===== src/rtl/test005.sv =====
// Shared fill/readback/sum engine behind run() and test() req/busy method ports; busy spans 2N+3 cycles,
// test wins simultaneous requests, a losing req waits (not dropped) until the engine returns to IDLE.
module test005 #(
    parameter int          N        = 16,
    parameter logic [31:0] EXPECTED = 32'd376
) (
    input  logic clk,
    input  logic reset,
    input  logic run_req,
    output logic run_busy,
    input  logic test_req,
    output logic test_busy,
    output logic test_return
);

    localparam int IW = $clog2(N + 1);
    localparam int AW = $clog2(N);
    localparam logic [IW-1:0] WR_LAST = IW'(N - 1);
    localparam logic [IW-1:0] RD_LAST = IW'(N);

    typedef enum logic [2:0] {IDLE, WRITE, READ, CHECK, DONE} state_t;

    state_t        state;
    logic [IW-1:0] idx;
    logic [AW-1:0] addr;
    logic [31:0]   acc;
    logic [31:0]   pat;
    logic [31:0]   rdata;
    logic          owner_test;
    logic [31:0]   mem [N];

    assign addr = idx[AW-1:0];

    // Storage has no reset; its contents are rewritten before every readback.
    always_ff @(posedge clk) begin
        if (state == WRITE)
            mem[addr] <= pat;
        if (state == READ && idx != RD_LAST)
            rdata <= mem[addr];
    end

    always_ff @(posedge clk or negedge reset) begin
        if (!reset) begin
            state       <= IDLE;
            idx         <= '0;
            acc         <= '0;
            pat         <= '0;
            owner_test  <= 1'b0;
            run_busy    <= 1'b0;
            test_busy   <= 1'b0;
            test_return <= 1'b0;
        end else begin
            case (state)
                IDLE: begin
                    idx <= '0;
                    acc <= '0;
                    pat <= 32'd1;
                    if (test_req) begin
                        owner_test <= 1'b1;
                        test_busy  <= 1'b1;
                        state      <= WRITE;
                    end else if (run_req) begin
                        owner_test <= 1'b0;
                        run_busy   <= 1'b1;
                        state      <= WRITE;
                    end
                end
                WRITE: begin
                    // pat tracks 3*idx+1 without a multiplier
                    pat <= pat + 32'd3;
                    if (idx == WR_LAST) begin
                        idx   <= '0;
                        state <= READ;
                    end else begin
                        idx <= idx + 1'b1;
                    end
                end
                READ: begin
                    // rdata lags the address by one cycle, so accumulation trails by one
                    if (idx != '0)
                        acc <= acc + rdata;
                    if (idx == RD_LAST)
                        state <= CHECK;
                    else
                        idx <= idx + 1'b1;
                end
                CHECK: begin
                    if (owner_test)
                        test_return <= (acc == EXPECTED);
                    state <= DONE;
                end
                DONE: begin
                    run_busy  <= 1'b0;
                    test_busy <= 1'b0;
                    state     <= IDLE;
                end
                default: state <= IDLE;
            endcase
        end
    end

endmodule


===== config.mk =====
export PLATFORM = sky130hd
export DESIGN_NAME = test005
export DESIGN_NICKNAME = d
export VERILOG_FILES = /design/src/rtl/test005.sv
export SDC_FILE = /design/constraint.sdc
export NUM_CORES = 1
export LEC_CHECK = 0
export BUFFER_PORTS_ARGS = -buffer_cell sky130_fd_sc_hd__buf_2
export CAP_MARGIN = 10
export CORE_UTILIZATION = 40
export CTS_BUF_LIST = sky130_fd_sc_hd__clkbuf_2 sky130_fd_sc_hd__clkbuf_4 sky130_fd_sc_hd__clkbuf_8
export DETAILED_ROUTE_END_ITERATION = 10
export PLACE_DENSITY = 0.54
export SLEW_MARGIN = 20
export SYNTH_ARGS = -nofsm -noshare
export SYNTH_HDL_FRONTEND = slang
export SYNTH_SLANG_ARGS = --single-unit

===== constraint.sdc =====
create_clock -name clk -period 6.2 [get_ports clk]
set_clock_uncertainty 0.2 [all_clocks]
set_input_delay 1.24 -clock clk [delete_from_list [all_inputs] [get_ports clk]]
set_output_delay 1.24 -clock clk [all_outputs]
set_load 0.01 [all_outputs]

=== Word-level counts from Yosys, hierarchy flattened ===
Memories as Yosys holds them, arrays and structs flattened. A register that Yosys moved wholly into a read port is not among the register bits.
Index checks and enable logic that the tools add are counted.

* $add $sub $neg: 3
* Multipliers: 0
* Div/mod/pow operators: 0
* $lt $le $gt $ge: 0
* Equality and inequality tests: 16
* Shifts and indexed selects: 0
* Multiplexer cells: 20
* Bitwise gates (word level): 0
* Reductions and logical operators: 15

{| class="wikitable"
|+ Operators with widths
! operator !! number
|-
| $pmux W32 S2 || 2
|-
| $add A32 B2 Y32 const B || 1
|-
| $add A32 B32 Y32 || 1
|-
| $eq A32 B9 Y1 const B || 1
|-
| $mux W32 || 1
|-
| $pmux W5 S3 || 1
|-
| $mux W3 || 4
|-
| $pmux W3 S4 || 1
|-
| $mux W5 || 2
|-
| $reduce_and A2 Y1 || 5
|-
| $ne A2 B2 Y1 const B || 4
|-
| $reduce_bool A2 Y1 || 4
|-
| $mux W1 || 7
|-
| $eq A3 B2 Y1 const B || 2
|-
| $ne A2 B1 Y1 const B || 3
|-
| $reduce_and A3 Y1 || 2
|-
| $add A5 B1 Y5 const B || 1
|-
| $eq A5 B4 Y1 const B || 1
|-
| $eq A5 B5 Y1 const B || 1
|-
| $ne A5 B5 Y1 const B || 1
|-
| $reduce_bool A5 Y1 || 1
|-
| $pmux W1 S2 || 2
|-
| $eq A3 B1 Y1 const B || 1
|-
| $eq A3 B3 Y1 const B || 1
|-
| 4 further kinds || 4
|}

* Register bits: 76
* Bits in latches: 0
* RAM bits: 512
* Memory bits (read-only): 0
* Word-level logic and storage cells: 63
* Memories: 1

{| class="wikitable"
|+ Memory list
! name !! words !! width !! rd ports !! clocked after memory_dff !! wr ports !! RTL line !! text
|-
| mem || 16 || 32 || 1 || 1 || 1 || 30 || <nowiki>logic [31:0] mem [N];</nowiki>
|}

=== Logic depth before layout (Yosys ltp) ===
* Depth in word-level cells: 3
* Mapped depth: 11
* Gate-level depth less buffers: 11

=== Least setup slack after synthesis ===
Ideal clock, no wire load.

* Path type: flip-flop to flip-flop
* Start point: reg idx[0]
* End point: reg idx[3]
* Setup time: 72 ps
* Data arrival time: 4,332 ps
* Required time: 5,928 ps
* Setup slack: 1,596 ps
* Stages on the path, launching flop included: 11
* Buffers on the path: 3
* Period minus slack after synthesis: 4,604 ps
* Cell sequence: dfrtp_1 > clkbuf_1 > clkbuf_1 > buf_1 > inv_1 > ha_1 > a31oi_1 > nand2b_1 > nand4_1 > xor2_1 > nor2_1

* Word-level cells in the longest chain between the ends: 3

{| class="wikitable"
|+ RTL lines
! item !! RTL line !! text
|-
| from (decl) || 24 || <nowiki>logic [IW-1:0] idx;</nowiki>
|-
| from (signal assigned) || 75 || <nowiki>idx <= idx + 1'b1;</nowiki>
|-
| from (signal assigned) || 85 || <nowiki>idx <= idx + 1'b1;</nowiki>
|-
| $add A5 B1 Y5 (tied with other cells) || 75, 85 ||
|-
| $mux W5 (tied with other cells) || 82 || <nowiki>if (idx == RD_LAST)</nowiki>
|-
| $pmux W5 S3 / $reduce_and A2 Y1 (equally long branches) || n/a ||
|}

Parallel ways exist; a longest one is shown, timed or not. The select of a mux whose other input is x is not followed.
A chain may end at the register's enable or synchronous reset.

=== Worst setup path after layout ===
* Start point: reg pat[0]
* End point: reg pat[26]

* Word-level cells in the longest chain between the ends: 2

{| class="wikitable"
|+ RTL lines
! item !! RTL line !! text
|-
| from (decl) || 27 || <nowiki>logic [31:0] pat;</nowiki>
|-
| from (signal assigned) || 70 || <nowiki>pat <= pat + 32'd3;</nowiki>
|-
| $add A32 B2 Y32 || 70 ||
|-
| $pmux W32 S2 || 53 || <nowiki>case (state)</nowiki>
|}

Every way passes these cells.

==> metrics <==
core footprint 62050 sq um; chip width 253.5 um; #FFs+latches synth 620; WHS 238.9 ps; capture point of the worst path pat[26]$_DFFE_PN0P_; Pins Over Slew Limit 0; Setup Viol. Count Final 0; share of synthesized registers carrying an async set or reset 0.1226; EDFF count, synth 544; antenna violations before repair 2; fin nets 1474; Fin. Hold Viols 0; ratio of cells with drive above 1 in the final layout 0.2635; Reg power frac 0.479; crit path launch pat[0]$_DFFE_PN0P_; worst r2r dst pat[26]$_DFFE_PN0P_; 1st-iter DRT viols 960; r2r worst-path depth 9; Switching Fraction 0.2867; Post-CTS Hold Buffers 0; first-pass GRT wire length 88860 um; arrival time of the worst setup path 4120 ps; drt total wl 59270 um; worst slew pin tran 1111 ps; Lkg Pwr 10.13 nW; DRC 0; R2R Setup Slk 2440 ps; synthesized area per cell 18.72 sq um; Max Fanout on Critical Path 20; final core utilization 0.4624; vias in the first global route 13750; MaxCap Viol Count 0; GPL Wtd Cong 0.8002; Max clock buf depth 3; ys flop type edfxtp_1; Period minus WS final 3758 ps; Mapped Cells 1352; Slew Limit Headroom 0.2595; total number of yosys warnings 0; Starting Density 0.4078; TritonCTS buffer count 106; vias per cell 5.506; Syn Std Cell Area 25310 sq um; Core Rows 91; Worst IR Drop VDD 0.3214 mV; fmax 0.2661 GHz; sequential fraction of the synthesis area 0.7206; PwrDens 415.3 nW/um^2; CTS H-tree depth 3; synthesis-to-finish area growth 13.37%; hold crit path type in2async; DRT antenna net count 0; largest net degree at the start of global routing 69; internal power 8.499 mW; Clock Latency Late Sink 700 ps; final period utilization 0.6062; Worst setup EP type flop; CTS tree done; Comb power frac 0.209; Critical Path RT 6560 ps; dpl hpwl 33210 um; postcts setup bufs 0; clock sink total 620; DRT Pass-1 Iters 6; Reg2Reg Launch Point pat[0]$_DFFE_PN0P_; Switch Pwr 3.416 mW; DR vias 13000; GRT overflow 0; GRT Total Usage 0.1921; clock root cell clkbuf_8; IO buf count 6; Crit Path Class reg2reg; status completed; Post-CTS Resized 0; routed wire length per instance 25.11 um; Syn Nets 1395; clock network fraction of total power 0.312; RSZ-0062 raised after global routing no; full die area 64280 sq um; clock transition at the registers of the reported paths 60 ps; die height 253.5 um; setup_tns 0 ps; Top Ports 7; crit path launch type flop; number of distinct library cells after synthesis 63; post-layout power 11.91 mW
## cell families after synthesis
logic type,Yosys count,share of synthesized area
simple gates,238,0.04558
flops,620,0.7206
fa+ha+maj,39,0.01958
xor+xnor,22,0.007614
mux,172,0.1472
compound gates,183,0.04786
buf+inv,78,0.01157
## layout by cell type, fill, tap and decap left out, drive strengths merged, types with 20 or more instances in the layout
cell    count
a21o       20
a21oi      34
buf        34
clkbuf    157
clkinv     33
dfrtp      76
edfxtp    544
ha         38
mux4      160
nand2      86
nand3      22
nor2       41
o21ai      61
## stage by stage
stage,instances,setup WS [ps],cell area [sq um]
5_1_grt,2360,2122,28690
2_1_floorplan,1352,1596,25310
3_3_place_gp,2159,2460,26490
6_report,2360,2442,28690
4_1_cts,2359,2376,28690
3_5_place_dp,2160,2402,26520
## sequential cells by signal, summed over array words and instances, names as in the netlist
signal and cells:
acc 32, test_return 1, pat 32, run_busy 1, state 3, owner_test 1, idx 5, rdata 32
mem 512, test_busy 1
## layout make-up
cell class              count  area, sq um
repair buffers             34        262.8
well taps                 837         1047
clock inverters            42        291.5
diodes                      1        2.502
inverters                  15        56.30
clock buffers             157         1879
multi-input cells         654         6903
fillers                  5240        33360
flip-flops and latches    620        18250
## worst max-delay path: stages (launching register included)
cell and delay (ps):
dfrtp_1 710, inv_1 160, ha_1 290, nand4b_1 310, nor3_1 540, nand2_1 250
nor3_1 440, nand3_1 330, o211ai_1 280, o31ai_1 100
## metal layers
layer / vias to the layer above / wire [um] / GRT usage
li1: 5716 / - / -
met1: 6847 / 26400 / 0.2628
met2: 325 / 28130 / 0.3025
met3: 107 / 3252 / 0.04507
met4: 0 / 1482 / 0.06476
met5: - / 0 / 0
## worst min-delay path by stage
stage                     slack [ps]                       to  cells after the start
final                            240       acc[7]$_DFFE_PN0P_                      1
after global routing             200       acc[7]$_DFFE_PN0P_                      1
after CTS                        190       acc[7]$_DFFE_PN0P_                      1
after detailed placement         270  test_return$_DFFE_PN0P_                      2
after global placement           270  test_return$_DFFE_PN0P_                      2
after floorplan                  270       acc[3]$_DFFE_PN0P_                      2
## power groups by stage
| stage | clock [mW] | sequential, mW | combinational (mW) |
|---|---|---|---|
| detailed placement | 0 | 5.81 | 2.55 |
| floorplan | 0 | 5.47 | 1.93 |
| global placement | 0 | 5.85 | 2.44 |
| CTS | 3.82 | 5.73 | 2.55 |
| global route | 3.99 | 5.79 | 2.67 |
| finish | 3.72 | 5.71 | 2.48 |
## cell usage after synthesis (2+ instances only)
| master | n | area (sq um) |
|---|---|---|
| edfxtp_1 | 544 | 16340 |
| o21ai_0 | 60 | 300.3 |
| xor2_1 | 14 | 122.6 |
| nor3_1 | 17 | 85.08 |
| nor4b_1 | 4 | 35.03 |
| nand3b_1 | 3 | 22.52 |
| nand2b_1 | 13 | 81.33 |
| a22o_1 | 12 | 105.1 |
| a211oi_1 | 6 | 45.04 |
| nor2b_1 | 6 | 37.54 |
| a21oi_1 | 33 | 165.2 |
| buf_1 | 12 | 45.04 |
| or3_1 | 2 | 12.51 |
| clkbuf_1 | 51 | 191.4 |
| o22ai_1 | 2 | 12.51 |
| nand4_1 | 17 | 106.4 |
| and2_1 | 4 | 25.02 |
| and3_1 | 8 | 50.05 |
| nand3_1 | 22 | 110.1 |
| nand2_1 | 86 | 322.8 |
| mux4_2 | 160 | 3603 |
| o21a_1 | 3 | 22.52 |
| inv_1 | 15 | 56.30 |
| a31oi_1 | 7 | 43.79 |
| o21bai_1 | 4 | 30.03 |
| ha_1 | 38 | 475.5 |
| xnor2_1 | 8 | 70.07 |
| a211o_1 | 2 | 17.52 |
| mux2i_1 | 11 | 110.1 |
| o31ai_1 | 9 | 67.56 |
| nor4_1 | 4 | 25.02 |
| o211ai_1 | 6 | 45.04 |
| o2111ai_1 | 2 | 17.52 |
| dfrtp_1 | 76 | 1902 |
| a21o_1 | 20 | 150.1 |
| or4_1 | 4 | 30.03 |
| nor2_1 | 41 | 153.9 |
Note: power is estimated with default switching activity, not from simulation.
